$ cat config.mk
export PLATFORM = sky130hd
export DESIGN_NAME = instruction_fetch_queue_stage
export DESIGN_NICKNAME = d
export VERILOG_FILES = /design/src/rtl/instruction_fetch_queue_stage_pkg.sv /design/src/rtl/increment.sv /design/src/rtl/instruction_fetch_queue_stage_fetch_queue.sv /design/src/rtl/main_decoder.sv /design/src/rtl/instruction_fetch_queue_stage.sv
export SDC_FILE = /design/constraint.sdc
export NUM_CORES = 1
export LEC_CHECK = 0
export ABC_AREA = 1
export CAP_MARGIN = 10
export CORE_MARGIN = 10
export CORE_UTILIZATION = 35
export DETAILED_ROUTE_END_ITERATION = 8
export PLACE_DENSITY_LB_ADDON = 0.12
export SLEW_MARGIN = 10
export SYNTH_ARGS = -nofsm -noshare
export SYNTH_HDL_FRONTEND = slang
export SYNTH_SLANG_ARGS = --single-unit
$ cat constraint.sdc
create_clock -name clk_i -period 4.55 [get_ports clk_i]
set_input_delay 0.91 -clock clk_i [delete_from_list [all_inputs] [get_ports clk_i]]
set_output_delay 0.91 -clock clk_i [all_outputs]
set_load 0.01 [all_outputs]
$ cat src/rtl/instruction_fetch_queue_stage_pkg.sv
// Shared definitions for the instruction fetch queue stage.
// Contents: bubble/no-op encodings driven to decode, the queue entry layout
// {instruction word, word PC}, and its width.
package instruction_fetch_queue_stage_pkg;

    localparam logic [29:0] INSTR_NOP       = 30'h4;
    localparam logic [1:0]  BRANCH_JUMP_NOP = 2'b00;
    localparam logic [2:0]  IMM_SRC_NOP     = 3'b000;

    localparam int FETCH_ENTRY_W = 60;

    // Word-granular fields; bits [1:0] of both are implicit.
    typedef struct packed {
        logic [29:0] instr;
        logic [29:0] pc;
    } fetch_entry_t;

endpackage

$ cat src/rtl/increment.sv
// Word-address incrementer used by the fetch stage.
// Ports: value_i - current address; value_o - value_i + 1, wrapping at 2^WIDTH.
module increment #(
    parameter int WIDTH = 30
) (
    input  logic [WIDTH-1:0] value_i,
    output logic [WIDTH-1:0] value_o
);

    assign value_o = value_i + WIDTH'(1);

endmodule

$ cat src/rtl/instruction_fetch_queue_stage_fetch_queue.sv
// Synchronous DEPTH-deep FIFO of fetch entries.
// Ports: clk_i/rst_i - clock, sync active-high reset; push_i/pop_i/flush_i -
// operations (flush wins over both); wdata_i - entry to write; rdata_o -
// current head; full_o/empty_o/count_o - occupancy status.
module fetch_queue
    import instruction_fetch_queue_stage_pkg::*;
#(
    parameter int DEPTH     = 4,
    parameter int CNT_WIDTH = $clog2(DEPTH + 1)
) (
    input  logic                 clk_i,
    input  logic                 rst_i,
    input  logic                 push_i,
    input  logic                 pop_i,
    input  logic                 flush_i,
    input  fetch_entry_t         wdata_i,
    output fetch_entry_t         rdata_o,
    output logic                 full_o,
    output logic                 empty_o,
    output logic [CNT_WIDTH-1:0] count_o
);

    localparam int PTR_W = $clog2(DEPTH);

    fetch_entry_t         mem_q [DEPTH];
    logic [PTR_W-1:0]     wr_ptr_q, wr_ptr_d;
    logic [PTR_W-1:0]     rd_ptr_q, rd_ptr_d;
    logic [CNT_WIDTH-1:0] count_q, count_d;
    logic                 do_push, do_pop;

    assign full_o  = (count_q == CNT_WIDTH'(DEPTH));
    assign empty_o = (count_q == '0);
    assign count_o = count_q;
    assign rdata_o = mem_q[rd_ptr_q];

    // Guarded locally so a misbehaving caller cannot corrupt the occupancy.
    assign do_pop  = pop_i && !empty_o;
    assign do_push = push_i && (!full_o || do_pop);

    always_comb begin
        wr_ptr_d = wr_ptr_q;
        rd_ptr_d = rd_ptr_q;
        count_d  = count_q;
        if (flush_i) begin
            wr_ptr_d = '0;
            rd_ptr_d = '0;
            count_d  = '0;
        end else begin
            if (do_push) wr_ptr_d = wr_ptr_q + PTR_W'(1);
            if (do_pop)  rd_ptr_d = rd_ptr_q + PTR_W'(1);
            if (do_push && !do_pop)      count_d = count_q + CNT_WIDTH'(1);
            else if (!do_push && do_pop) count_d = count_q - CNT_WIDTH'(1);
        end
    end

    always_ff @(posedge clk_i) begin
        if (rst_i) begin
            wr_ptr_q <= '0;
            rd_ptr_q <= '0;
            count_q  <= '0;
        end else begin
            wr_ptr_q <= wr_ptr_d;
            rd_ptr_q <= rd_ptr_d;
            count_q  <= count_d;
        end
    end

    // Storage carries no reset; validity is tracked by the pointers and count.
    always_ff @(posedge clk_i) begin
        if (!flush_i && do_push) mem_q[wr_ptr_q] <= wdata_i;
    end

endmodule

$ cat src/rtl/main_decoder.sv
// Main decoder slice used for fetch-side pre-decode.
// Ports: opcode_i - instruction bits [6:2];
//        branch_jump_op_o - 00 none, 01 conditional branch, 10 jal, 11 jalr;
//        imm_src_o - 000 I, 001 S, 010 B, 011 U, 100 J.
module main_decoder (
    input  logic [4:0] opcode_i,
    output logic [1:0] branch_jump_op_o,
    output logic [2:0] imm_src_o
);

    always_comb begin
        branch_jump_op_o = 2'b00;
        imm_src_o        = 3'b000;
        case (opcode_i)
            5'b11000: begin branch_jump_op_o = 2'b01; imm_src_o = 3'b010; end
            5'b11011: begin branch_jump_op_o = 2'b10; imm_src_o = 3'b100; end
            5'b11001: begin branch_jump_op_o = 2'b11; imm_src_o = 3'b000; end
            5'b01000: imm_src_o = 3'b001;
            5'b01101: imm_src_o = 3'b011;
            5'b00101: imm_src_o = 3'b011;
            default:  ;
        endcase
    end

endmodule

$ cat src/rtl/instruction_fetch_queue_stage.sv
// Fetch stage with a DEPTH-entry prefetch queue between I-cache and decode.
// Ports: clk_i/rst_i - clock, sync active-high reset;
//   cache_address_o/cache_data_i/cache_blocking_n_i - I-cache word interface;
//   stall_i - decode stall; branching/branch_pc - redirect request and target;
//   instr_o/pc_o/branch_jump_op_o/imm_src_o - registered decode-side outputs;
//   misaligned_o - pulse for a redirect with branch_pc[1]=1; count_o - occupancy.
module instruction_fetch_queue_stage
    import instruction_fetch_queue_stage_pkg::*;
#(
    parameter int          DEPTH     = 4,
    parameter logic [31:0] RESET_PC  = 32'h0000_0000,
    parameter int          CNT_WIDTH = $clog2(DEPTH + 1)
) (
    input  logic                 clk_i,
    input  logic                 rst_i,
    output logic [31:2]          cache_address_o,
    input  logic [31:2]          cache_data_i,
    input  logic                 cache_blocking_n_i,
    input  logic                 stall_i,
    input  logic                 branching,
    input  logic [31:1]          branch_pc,
    output logic [31:2]          instr_o,
    output logic [31:2]          pc_o,
    output logic [1:0]           branch_jump_op_o,
    output logic [2:0]           imm_src_o,
    output logic                 misaligned_o,
    output logic [CNT_WIDTH-1:0] count_o
);

    logic [29:0]  fetch_pc_q, fetch_pc_d, fetch_pc_inc;
    logic [29:0]  instr_q, instr_d;
    logic [29:0]  pc_q, pc_d;
    logic [1:0]   bj_op_q, bj_op_d;
    logic [2:0]   imm_src_q, imm_src_d;
    logic         misaligned_q, misaligned_d;

    logic         branching_eff, push, pop, full, empty;
    fetch_entry_t wr_entry, head;
    logic [1:0]   head_bj_op;
    logic [2:0]   head_imm_src;

    // Redirects are only honoured while decode is not stalled.
    assign branching_eff = branching && !stall_i;
    assign pop           = !stall_i && !branching && !empty;
    assign push          = cache_blocking_n_i && !branching_eff && (!full || pop);

    assign wr_entry.instr = cache_data_i;
    assign wr_entry.pc    = fetch_pc_q;

    fetch_queue #(
        .DEPTH     (DEPTH),
        .CNT_WIDTH (CNT_WIDTH)
    ) u_queue (
        .clk_i   (clk_i),
        .rst_i   (rst_i),
        .push_i  (push),
        .pop_i   (pop),
        .flush_i (branching_eff),
        .wdata_i (wr_entry),
        .rdata_o (head),
        .full_o  (full),
        .empty_o (empty),
        .count_o (count_o)
    );

    increment #(.WIDTH(30)) u_increment (
        .value_i (fetch_pc_q),
        .value_o (fetch_pc_inc)
    );

    main_decoder u_main_decoder (
        .opcode_i         (head.instr[4:0]),
        .branch_jump_op_o (head_bj_op),
        .imm_src_o        (head_imm_src)
    );

    always_comb begin
        fetch_pc_d = fetch_pc_q;
        if (branching_eff)  fetch_pc_d = branch_pc[31:2];
        else if (push)      fetch_pc_d = fetch_pc_inc;
    end

    always_comb begin
        instr_d      = instr_q;
        pc_d         = pc_q;
        bj_op_d      = bj_op_q;
        imm_src_d    = imm_src_q;
        // Pulse only: cleared on any cycle that is not an accepted redirect.
        misaligned_d = branching_eff && branch_pc[1];
        if (!stall_i) begin
            if (pop) begin
                instr_d   = head.instr;
                pc_d      = head.pc;
                bj_op_d   = head_bj_op;
                imm_src_d = head_imm_src;
            end else begin
                // Redirect or empty queue: bubble, PC holds.
                instr_d   = INSTR_NOP;
                bj_op_d   = BRANCH_JUMP_NOP;
                imm_src_d = IMM_SRC_NOP;
            end
        end
    end

    always_ff @(posedge clk_i) begin
        if (rst_i) begin
            fetch_pc_q   <= RESET_PC[31:2];
            instr_q      <= INSTR_NOP;
            pc_q         <= '0;
            bj_op_q      <= BRANCH_JUMP_NOP;
            imm_src_q    <= IMM_SRC_NOP;
            misaligned_q <= 1'b0;
        end else begin
            fetch_pc_q   <= fetch_pc_d;
            instr_q      <= instr_d;
            pc_q         <= pc_d;
            bj_op_q      <= bj_op_d;
            imm_src_q    <= imm_src_d;
            misaligned_q <= misaligned_d;
        end
    end

    assign cache_address_o  = fetch_pc_q;
    assign instr_o          = instr_q;
    assign pc_o             = pc_q;
    assign branch_jump_op_o = bj_op_q;
    assign imm_src_o        = imm_src_q;
    assign misaligned_o     = misaligned_q;

endmodule

* Word level (Yosys, flattened, before mapping)
Memories as Yosys holds them, arrays and structs flattened. A register that Yosys moved wholly into a read port is not among the register bits.
Index checks and enable logic that the tools add are counted.
** Word-level totals
- Input bits :: 66
- Register bits :: 103
- Logic and storage cells :: 62
- RAM bits :: 240
- Memories :: 1
- Output and inout port bits :: 99
** Operators by class
- Reduce and logical (&&, ||, !) cells :: 26
- Multiplexer cells :: 13
- Bitwise operators :: 1
- Add/subtract/negate cells :: 5
- Eq/ne operators :: 7
** Memories
- u_queue.mem_q :: words 4, bits a word 60, rd ports 1, clocked after memory_dff 1, wr ports 1, RTL line instruction_fetch_queue_stage_fetch_queue.sv:25 : fetch_entry_t mem_q [DEPTH];
** Operators with widths (number)
- 30-bit 2-to-1 mux :: 3
- 30-bit by 1-bit adder with 30-bit output (second input constant) :: 1
- 5-bit equality test (second input constant) :: 3
- 3-bit case mux with 4 select lines :: 1
- 1-bit logical AND :: 11
- 5-bit by 4-bit equality test with 1-bit output (second input constant) :: 2
- 3-bit 2-to-1 mux :: 3
- 1-bit logical NOT :: 7
- 2-bit 2-to-1 mux :: 3
- 2-bit case mux with 3 select lines :: 1
- 5-bit by 3-bit equality test with 1-bit output (second input constant) :: 1
- 2-bit by 1-bit adder with 2-bit output (second input constant) :: 2
- 2-bit nonzero test :: 2
- 2-bit OR reduction :: 2
- 3-bit by 1-bit adder with 3-bit output (second input constant) :: 1
- 3-bit equality test (second input constant) :: 1
- 3-bit logical NOT :: 1
- 3-bit by 1-bit subtractor with 3-bit output (second input constant) :: 1
- 1-bit logical OR :: 2
- 1-bit 2-to-1 mux :: 2
- 2-bit AND reduction :: 1
- 1-bit inverter :: 1

* Logic depth before layout (Yosys ltp)
Gate-level depths: netlist of run 1.
- Word-level depth :: 10
- Gate-level depth with buffers :: 13
- Gate-level depth less buffers :: 12

* Cells and area by module
From an unflattened synthesis of run 1, not the netlist that was laid out.
** Second synthesis, totals
- Cells, all modules :: 1435
- Area, all modules :: 14574.0 um^2
** By module, submodules not included
- fetch_queue :: times used 1, sequential area each 7387.1 um^2, area each 9572.9 um^2, cells each 655
- instruction_fetch_queue_stage :: times used 1, sequential area each 1921.8 um^2, area each 4031.4 um^2, cells each 587
- increment :: times used 1, sequential area each 0.0 um^2, area each 894.6 um^2, cells each 175
- main_decoder :: times used 1, sequential area each 0.0 um^2, area each 75.1 um^2, cells each 18

* Least setup slack after synthesis of run 1
No wires, ideal clock.
- Path kind :: input-to-reg
- Start :: input port stall_i
- End :: memory u_queue.mem_q[0][0] (netlist bit) (enable)
- Data arrival time :: 4.021 ns
- Path buffers :: 2
- Slack :: 0.051 ns
- Library setup time :: 0.478 ns
- Data required time :: 4.072 ns
- Stages on the path :: 6
- Cell sequence :: buf_4 > nor2_8 > nor2_2 > nand2_2 > buf_2 > nor2_1
** Between the ends
- Word-level cells in the longest chain between the ends :: 9
- Elaborated cells between the ends (all ways) :: 14
- Those cells by class :: 2 x mux; 12 x reduce/logical
** RTL lines
- start: declaration :: RTL line instruction_fetch_queue_stage.sv:19 : input logic stall_i,
- 1-bit logical NOT *
- 1-bit logical AND, on equally long branches :: RTL line instruction_fetch_queue_stage.sv:43, instruction_fetch_queue_stage.sv:44
- 1-bit logical NOT or 1-bit logical AND (tied branches) :: RTL line instruction_fetch_queue_stage_fetch_queue.sv:70, instruction_fetch_queue_stage.sv:45, instruction_fetch_queue_stage.sv:44
- 1-bit logical AND (tied with other cells) :: RTL line instruction_fetch_queue_stage.sv:45 : assign push = cache_blocking_n_i && !branching_eff && (!full || pop);
- 1-bit logical AND or 1-bit logical OR (tied branches) :: RTL line instruction_fetch_queue_stage.sv:45, instruction_fetch_queue_stage_fetch_queue.sv:38
- 1-bit logical AND :: RTL line instruction_fetch_queue_stage_fetch_queue.sv:38 : assign do_push = push_i && (!full_o || do_pop);
- 1-bit logical AND * :: RTL line instruction_fetch_queue_stage_fetch_queue.sv:70 : if (!flush_i && do_push) mem_q[wr_ptr_q] <= wdata_i;
- 1-bit 2-to-1 mux * :: RTL line instruction_fetch_queue_stage_fetch_queue.sv:70
- 1-bit 2-to-1 mux (implied by the code) * :: RTL line instruction_fetch_queue_stage_fetch_queue.sv:70
- end: declaration :: RTL line instruction_fetch_queue_stage_fetch_queue.sv:25
Every way passes the cells marked *; elsewhere a longest branch is shown, timed or not.

* Final worst setup path of run 1
- Start :: register fetch_pc_q[0], in the netlist cache_address_o[2]
- End :: output port cache_address_o[2] (netlist bit)
** RTL lines
- start: declaration :: RTL line instruction_fetch_queue_stage.sv:30 : logic [29:0] fetch_pc_q, fetch_pc_d, fetch_pc_inc;
- start signal: assignment :: RTL line instruction_fetch_queue_stage.sv:107 : fetch_pc_q <= RESET_PC[31:2];
- start signal: assignment :: RTL line instruction_fetch_queue_stage.sv:114 : fetch_pc_q <= fetch_pc_d;
- end: declaration :: RTL line instruction_fetch_queue_stage.sv:16 : output logic [31:2] cache_address_o,
No word-level cell between the ends.

==> run metrics, run 1 <==
Crit Path Class=reg2out; initial antenna violation count=3; synth unique cells=41; Syn Std Cell Area=13900 sq um; Synth Instances=1338; Worst-path clk slew=0.06 ns; post-synthesis mux area share=0%; CTS tree=done; register area share after synthesis=66.8%; vias in the first global route=9997; synthesized flop and latch total=345; setup TNS=0 ns; simple-gate share of the synthesized area=16.4%; Via density=4.94; Main synth FF type=edfxtp_1; final number of setup-violating endpoints=0; Finished Core Util=43.5%; DP HPWL=24300 um; worst hold path class=reg2reg; Detail Route Antenna Nets=0; max-cap viol count=0; Fillers=3770; Post-Synth XOR/XNOR Area=0.0629%; max-slew violation count=0; FF+latch area=9310 sq um; layout cell share with drive strength beyond 1=7.33%; total clock buffers created by CTS=37; CTS Hold Bufs=0; crit-path leading delay family=flip-flops; outcome=completed; final hold viol count=0; Critical Path Start Type=register; die width=219 um; core area=39500 sq um; drt first-iter violations=632; DRC errors left=0; RSZ-0062 raised after global routing=false; Post-CTS Setup Bufs=0; Slowest-stage cell, CP=dfxtp_1; Cell Rows=73; Async SR Flop Fraction=0%; drt total wl=39600 um; yosys warns=0; EDFF count, synth=240; Clock Latency Late Sink=0.53 ns; Bufs and invs on worst path=1; Post-CTS Resized=0; GRT Util Overall=16.1%; area of the multi-input gates=4040 sq um; crit share post-route=60.7%; fin crit period=2.76 ns; grt total ovfl=0; r2r endpoint=imm_src_o[2]; dominant cell by count in the synthesized netlist=nor2_1; Synth Area in Compound Gates=11.6%; Worst path max stage delay=0.67 ns; nets@finish=1558; average size of a mapped cell=10.4 sq um; clk buf depth=3; P&R area growth vs syn=23.6%; largest family of logic cells by synthesized area=simple AND/OR/NAND/NOR gates; peak supply drop=0.000211 V; buffers added on ports=164; worst slew pin tran=0.970 ns; Synth top cells by count=nor2_1 (257), edfxtp_1 (240), nand2_1 (212); Leak=5.84 nW; Die Y=219 um; Synth area leader=edfxtp_1; final clock skew=0.0148 ns; Post-Syn Nets=1411; total power=7.20 mW; CTS H-tree depth=2; max_slew headroom=35.4%; DR vias=10100; Arr. time, crit path=1.85 ns; placer congestion estimate=0.821; Adder-Cell Fraction of Synth Area=0.683%; Critical Path Fanout Max=10; largest net degree at the start of global routing=93; fmax=362 MHz; die area=48200 sq um; I/O pins=165; 1st-pass router iterations=5; area share of the largest cell type after synthesis=51.7%; PD cells=418 nW/um^2; CP endpoint kind=output pin; hold path start=u_queue.rd_ptr_q[1]; Area contributors post-synth=edfxtp_1 (52%), dfxtp_1 (15%), nor2_1 (6.9%), o21ai_0 (5.7%), nand2_1 (5.7%); root buffer cell=clkbuf_16; Starting Density=35.2%; WHS Path Cells=2; reg2reg path depth=7; wire per inst=19.4 um; Sink Count=345; Req. time, crit path=3.64 ns; crit-path cells=clkdlybuf4s50_1; first-pass GRT wire length=60200 um; FF-to-FF setup slack=1.95 ns
==> worst min-delay path, delay by kind of cell, from the launching register on <==
kind | cells | cell delay (ns)
DFF | 1 | 0.29
buffers and inverters | 1 | 0.05
AOI/OAI and AO/OA | 1 | 0.06
==> flip-flops by register name, summed over array words and instances, names as in the netlist, named ones only <==
name / count
cache_address_o: 30
branch_jump_op_o: 2
u_queue.mem_q: 240
imm_src_o: 3
u_queue.count_o: 3
instr_o: 30
u_queue.rd_ptr_q: 2
pc_o: 30
u_queue.wr_ptr_q: 2
misaligned_o: 1
==> through the flow <==
step                      std cells  instance area [sq um]  worst slack, ns  hold slack (ns)
after floorplan                1338                  13900           0.0515            0.436
after global placement         1971                  16100             1.38            0.445
after detailed placement       1971                  16100             1.34            0.448
after CTS                      2039                  17200             1.76            0.436
after global routing           2040                  17200             1.65            0.483
final                          2040                  17200             1.79            0.440
==> area by class of cell <==
type	count	area share, %
flip-flops and latches	345	54.1
multi-input cells	862	23.5
repair buffers	183	10.6
clock buffers	56	6.44
well taps	525	3.81
inverters	56	1.24
clock inverters	12	0.334
diodes	1	0.0145
==> where the power goes <==
group          switching, mW  internal (mW)
combinational          0.394          0.279
sequential             0.124           3.51
clock                   1.20           1.68
==> how the worst max path moves through the flow <==
| stage | start | to | slack [ns] | cells after the start |
|---|---|---|---|---|
| CTS | cache_address_o[2] | cache_address_o[2] | 1.76 | 1 |
| global route | branching | cache_address_o[27] | 1.65 | 10 |
| finish | cache_address_o[2] | cache_address_o[2] | 1.79 | 1 |
| detailed placement | branching | cache_address_o[25] | 1.34 | 10 |
| global placement | branching | cache_address_o[27] | 1.38 | 10 |
| floorplan | stall_i | u_queue.mem_q[0][0] | 0.05 | 6 |
==> routing by layer <==
layer	track usage (%)	wire [um]
met5	0	23
met4	4.00	655
met3	3.55	2290
met2	25.9	18400
met1	21.7	18200
==> cells by family (layout without fill, tap and decap cells) <==
group | count (synthesis) | in the layout
other | 0 | 1
AO/OA/AOI/OAI | 299 | 299
flip-flops | 345 | 345
AND/OR/NAND/NOR | 555 | 555
buffers and inverters | 131 | 307
adder cells (fa/ha/maj) | 7 | 7
XOR/XNOR | 1 | 1
==> placed cells by master, fill, tap and decap left out, types with 2 or more instances in the layout <==
| master | n |
|---|---|
| a21oi_1 | 63 |
| a21oi_2 | 2 |
| a31oi_1 | 38 |
| buf_12 | 4 |
| buf_2 | 2 |
| buf_4 | 15 |
| clkbuf_1 | 10 |
| clkbuf_16 | 39 |
| clkbuf_8 | 7 |
| clkdlybuf4s50_1 | 162 |
| clkinv_1 | 5 |
| clkinv_2 | 6 |
| dfxtp_1 | 103 |
| edfxtp_1 | 240 |
| ha_1 | 6 |
| inv_1 | 50 |
| inv_2 | 5 |
| nand2_1 | 212 |
| nand2_2 | 5 |
| nand3_1 | 46 |
| nand3_2 | 3 |
| nand4_1 | 8 |
| nor2_1 | 253 |
| nor2_2 | 3 |
| nor2_4 | 8 |
| nor3_1 | 9 |
| o21ai_0 | 159 |
| o21ai_1 | 3 |
| o22ai_1 | 26 |
| o31ai_1 | 2 |
| or2_2 | 3 |
Power figures use the tool's default switching activity.
==> inputs of run 2 (changes only) <==
==> constraint.sdc (replaced) <==
create_clock -name clk_i -period 2.7 [get_ports clk_i]
set_input_delay 0.54 -clock clk_i [delete_from_list [all_inputs] [get_ports clk_i]]
set_output_delay 0.54 -clock clk_i [all_outputs]
set_load 0.01 [all_outputs]
==> run metrics, run 2 (synthesis results as in run 1) <==
GRT Util Overall=16.3% (+0.23 points); area of the multi-input gates=4040 sq um (unchanged); Detail Route Antenna Nets=0 (unchanged); most frequent cells in the layout=nor2_1 (253), edfxtp_1 (240), nand2_1 (212); DP Cell Count=1996 (+1.3%); peak supply drop=0.000379 V (+80%); setup TNS=0 ns (unchanged); die area=48200 sq um (unchanged); clock network power share=40.7% (+0.6 points); Post-CTS Resized=0 (unchanged); initial antenna violation count=2 (-1); P_sw=2.96 mW (+72%); Fillers=3727 (-1.1%); final clock skew=0.0109 ns (-0.00391 ns); CTS tree=done; Bufs and invs on worst path=1 (unchanged); max-cap viol count=0 (unchanged); Worst-path clk slew=0.06 ns (about the same); layout cell share with drive strength beyond 1=9.09% (+1.8 points); clk buf depth=3 (unchanged); P&R area growth vs syn=26.0%; Slowest-stage cell, CP=dfxtp_1; placer congestion estimate=0.840 (+2.3%); Cell Rows=73 (unchanged); buffers added on ports=164 (unchanged); r2r endpoint=cache_address_o[20]; die width=219 um (unchanged); core area=39500 sq um (unchanged); 1st-pass router iterations=5 (unchanged); drt first-iter violations=582 (-7.9%); Leak=6.02 nW (+3.0%); nets@finish=1584 (+1.7%); largest net degree at the start of global routing=123 (+32%); first-pass GRT wire length=61000 um (+1.2%); CTS Hold Bufs=0 (unchanged); fin crit period=2.40 ns; Critical Path Start Type=register; outcome=completed; worst hold path class=in2reg; fin cells=2066 (+1.3%); crit share post-route=89.0%; Critical Path End=cache_address_o[4]; Largest register FFs=240 (unchanged); commonest non-fill, non-tap cell in the layout=nor2_1; DRC errors left=0 (unchanged); Clock Latency Late Sink=0.54 ns (about the same); crit-path cells=clkdlybuf4s50_1; worst reg2reg startpoint=cache_address_o[2]; FF-to-FF setup slack=0.75 ns (-1.20 ns); Arr. time, crit path=1.86 ns (about the same); number of cells on the critical path=1 (unchanged); Post-CTS Setup Bufs=0 (unchanged); Sink Count=345 (unchanged); crit-path leading delay family=flip-flops; final number of setup-violating endpoints=0 (unchanged); RSZ-0062 raised after global routing=false; Req. time, crit path=2.16 ns (-1.48 ns); drt total wl=39800 um (+0.54%); Starting Density=35.2% (unchanged); Critical Path Fanout Max=12 (+2); FF+latch area=9310 sq um (unchanged); Die Y=219 um (unchanged); WHS Path Cells=4 (+2); ant diodes=0 (-1); root buffer cell=clkbuf_16; register with the most flip-flops=u_queue.mem_q; final hold viol count=0 (unchanged); Via density=4.91 (-0.52%); fmax=416 MHz; Logic pwr share=9.9% (+0.5 points); PD cells=703 nW/um^2 (+68%); Worst path max stage delay=0.68 ns (about the same); internal power=9.37 mW (+71%); worst slew pin tran=0.724 ns (-0.246 ns); wire per inst=19.3 um (-0.72%); I/O pins=165 (unchanged); DP HPWL=25000 um (+2.9%); Finished Core Util=44.4% (+0.82 points); Crit Path Class=reg2out; vias in the first global route=9920 (-0.77%); sequential share of power=49.5% (-1.0 points); Hold WS=0.372 ns (-0.0679 ns); max-slew violation count=0 (unchanged); total clock buffers created by CTS=38 (+2.7%); CTS H-tree depth=2 (unchanged); max_slew headroom=51.7% (+16 points); Worst setup startpoint=cache_address_o[4]; grt total ovfl=0 (unchanged); switching portion of total power=24.0% (+0.11 points); CP endpoint kind=output pin; DR vias=10100 (+0.74%); reg2reg path depth=8 (+1)
## run 2: metal layers
layer	global-route usage [%]	vias up	wire (um)
li1	-	4999	-
met1	22.7	4890	18900
met2	25.6	209	18300
met3	3.35	49	1990
met4	4.11	2	642
met5	0	-	9
## run 2: power groups by stage
stage	clock network (mW)	logic, mW	registers [mW]
2_1_floorplan	0	0.577	6.20
3_3_place_gp	0	1.23	6.21
3_5_place_dp	0	1.23	6.21
4_1_cts	5.16	1.24	6.10
5_1_grt	5.37	1.35	6.13
6_report	5.02	1.22	6.10
## run 2: worst min-delay path by stage
stage / startpoint / end
6_report: rst_i / u_queue.count_o[2]
5_1_grt: rst_i / u_queue.count_o[2]
4_1_cts: rst_i / u_queue.count_o[2]
3_5_place_dp: u_queue.rd_ptr_q[1] / register
3_3_place_gp: u_queue.rd_ptr_q[1] / register
2_1_floorplan: u_queue.rd_ptr_q[1] / register
## run 2: stage by stage
stage	power, mW	worst slack [ns]	area (sq um)
after floorplan	6.78	-0.432	13900
after global placement	7.44	0.134	16300
after detailed placement	7.45	0.182	16300
after CTS	12.5	0.236	17500
after global routing	12.8	0.215	17500
final	12.3	0.297	17500
## run 2: cell type report
cell class / instances / area share [%]
clock inverter: 19 / 0.735
clock buffer: 51 / 6.22
timing repair buffer: 208 / 12.0
tap: 525 / 3.74
inverter: 56 / 1.21
sequential: 345 / 53.1
multi-input combinational: 862 / 23.0
==> inputs of run 3 (changes only) <==
--- a/config.mk
+++ b/config.mk
@@ -6,7 +6,7 @@
 export NUM_CORES = 1
 export LEC_CHECK = 0
 export ABC_AREA = 1
-export CAP_MARGIN = 10
+export CORE_ASPECT_RATIO = 1.25
 export CORE_MARGIN = 10
 export CORE_UTILIZATION = 35
 export DETAILED_ROUTE_END_ITERATION = 8
==> run metrics, run 3 (synthesis results as in run 1) <==
outcome=completed; worst reg2reg startpoint=cache_address_o[9]; Worst setup startpoint=cache_address_o[4]; FF-to-FF setup slack=0.72 ns (-0.03 ns); fin crit period=2.35 ns (-0.0561 ns); CTS tree=done; final hold viol count=0 (unchanged); Cell Rows=81 (+11%); Logic pwr share=10.0% (about the same); switching portion of total power=23.9% (-0.069 points); max-cap viol count=0 (unchanged); I/O pins=165 (unchanged); total power=12.3 mW (-0.45%); total clock buffers created by CTS=37 (-2.6%); max_slew headroom=46.5% (-5.2 points); r2r endpoint=cache_address_o[29]; Post-CTS Setup Bufs=0 (unchanged); RSZ-0062 raised after global routing=false; GRT Util Overall=16.2% (-0.10 points); sequential share of power=49.5% (about the same); peak supply drop=0.000322 V (-15%); register with the most flip-flops=u_queue.mem_q; root buffer cell=clkbuf_16; most frequent cells in the layout=nor2_1 (253), edfxtp_1 (240), nand2_1 (212); Worst path max stage delay=0.69 ns (about the same); first-pass GRT wire length=61100 um (+0.17%); largest net degree at the start of global routing=75 (-39%); Sink Count=345 (unchanged); Critical Path Fanout Max=12 (unchanged); Worst-path clk slew=0.07 ns (about the same); CP endpoint kind=output pin; Critical Path End=cache_address_o[4]; Critical Path Start Type=register; crit-path leading delay family=buffers and inverters; final worst setup slack=0.353 ns (+0.0561 ns); clk buf depth=3 (unchanged); 1st-pass router iterations=6 (+1); P&R area growth vs syn=25.4%; DP HPWL=25000 um (about the same); Crit Path Class=reg2out; drt total wl=39300 um (-1.2%); commonest non-fill, non-tap cell in the layout=nor2_1; Die Y=243 um (+11%); Detail Route Antenna Nets=0 (unchanged); Req. time, crit path=2.16 ns (about the same); Clock Latency Late Sink=0.53 ns (about the same); vias in the first global route=10100 (+1.5%); Largest register FFs=240 (unchanged); die width=198 um (-9.6%); Starting Density=35.5% (+0.29 points); DR vias=10200 (+0.15%); layout cell share with drive strength beyond 1=8.49% (-0.59 points); worst hold path class=in2reg; DP Cell Count=1961 (-1.8%); max-slew violation count=0 (unchanged); P_sw=2.94 mW (-0.73%); CTS H-tree depth=2 (unchanged); reg2reg path depth=9 (+1); Hold WS=0.456 ns (+0.0841 ns); Leak=5.97 nW (-0.80%); Arr. time, crit path=1.81 ns (-0.05 ns); placer congestion estimate=0.868 (+3.4%); buffers added on ports=164 (unchanged); internal power=9.34 mW (-0.36%); final clock skew=0.0110 ns (+0.0000524 ns); nets@finish=1575 (-0.57%); wire per inst=19.4 um (+0.52%); crit share post-route=86.9% (-2.1 points); crit-path cells=clkdlybuf4s50_1; pre-CTS WS=0.0836 ns (-0.0987 ns); core area=39200 sq um (-0.83%); die area=48200 sq um (+0.10%); fmax=426 MHz (+2.4%); CTS Hold Bufs=0 (unchanged); number of cells on the critical path=1 (unchanged); initial antenna violation count=0 (-2); Post-CTS Resized=0 (unchanged); Bufs and invs on worst path=1 (unchanged); PD cells=703 nW/um^2 (about the same); Slowest-stage cell, CP=clkdlybuf4s50_1; fin cells=2030 (-1.7%); final number of setup-violating endpoints=0 (unchanged); grt total ovfl=0 (unchanged); Via density=5.01 (+1.9%); clock network power share=40.5% (-0.2 points); worst slew pin tran=0.802 ns (+0.0783 ns); DRC errors left=0 (unchanged); drt first-iter violations=659 (+13%); setup TNS=0 ns (unchanged)
[run 3: changes by cell type in the layout (fill, tap and decap cells not counted), moves of 2 or more]
cell | before | now
clkbuf_8 | 7 | 2
buf_4 | 33 | 22
clkbuf_1 | 5 | 9
clkinv_1 | 8 | 5
buf_12 | 11 | 14
inv_6 | 1 | 3
[run 3: worst min path at each step]
stage / start / end / cells past startpoint
global placement: u_queue.rd_ptr_q[1] / register / 2
global route: stall_i / instr_o[4] / 4
detailed placement: u_queue.rd_ptr_q[1] / register / 2
floorplan: u_queue.rd_ptr_q[1] / register / 2
CTS: stall_i / instr_o[4] / 4
finish: rst_i / misaligned_o / 2
[run 3: cell type report]
class / count / area, sq um
Tap cell: 498 / 623
Clock buffer: 50 / 1040
Antenna cell: 1 / 2.50
Multi-Input combinational cell: 862 / 4040
Inverter: 56 / 214
Timing Repair Buffer: 200 / 2080
Clock inverter: 18 / 150
Fill cell: 3709 / 21800
Sequential cell: 345 / 9310
[run 3: power groups by stage]
stage	registers, mW	logic, mW	clock network [mW]
floorplan	6.20	0.577	0
global placement	6.20	1.24	0
detailed placement	6.20	1.24	0
CTS	6.09	1.25	5.11
global route	6.11	1.36	5.34
finish	6.09	1.22	4.97
[run 3: routing by layer]
metal	wire (um)	global-route usage, %	part of all wire [%]
met1	18100	21.6	46
met2	18400	26.3	47
met3	2050	3.00	5.2
met4	838	4.77	2.1
met5	0	0	0
[run 3: metrics by stage]
step | cell area, sq um | util [%]
floorplan | 13900 | -
global placement | 16300 | 41.5
global route | 17500 | 44.5
CTS | 17500 | 44.5
finish | 17500 | 44.5
detailed placement | 16300 | 41.5
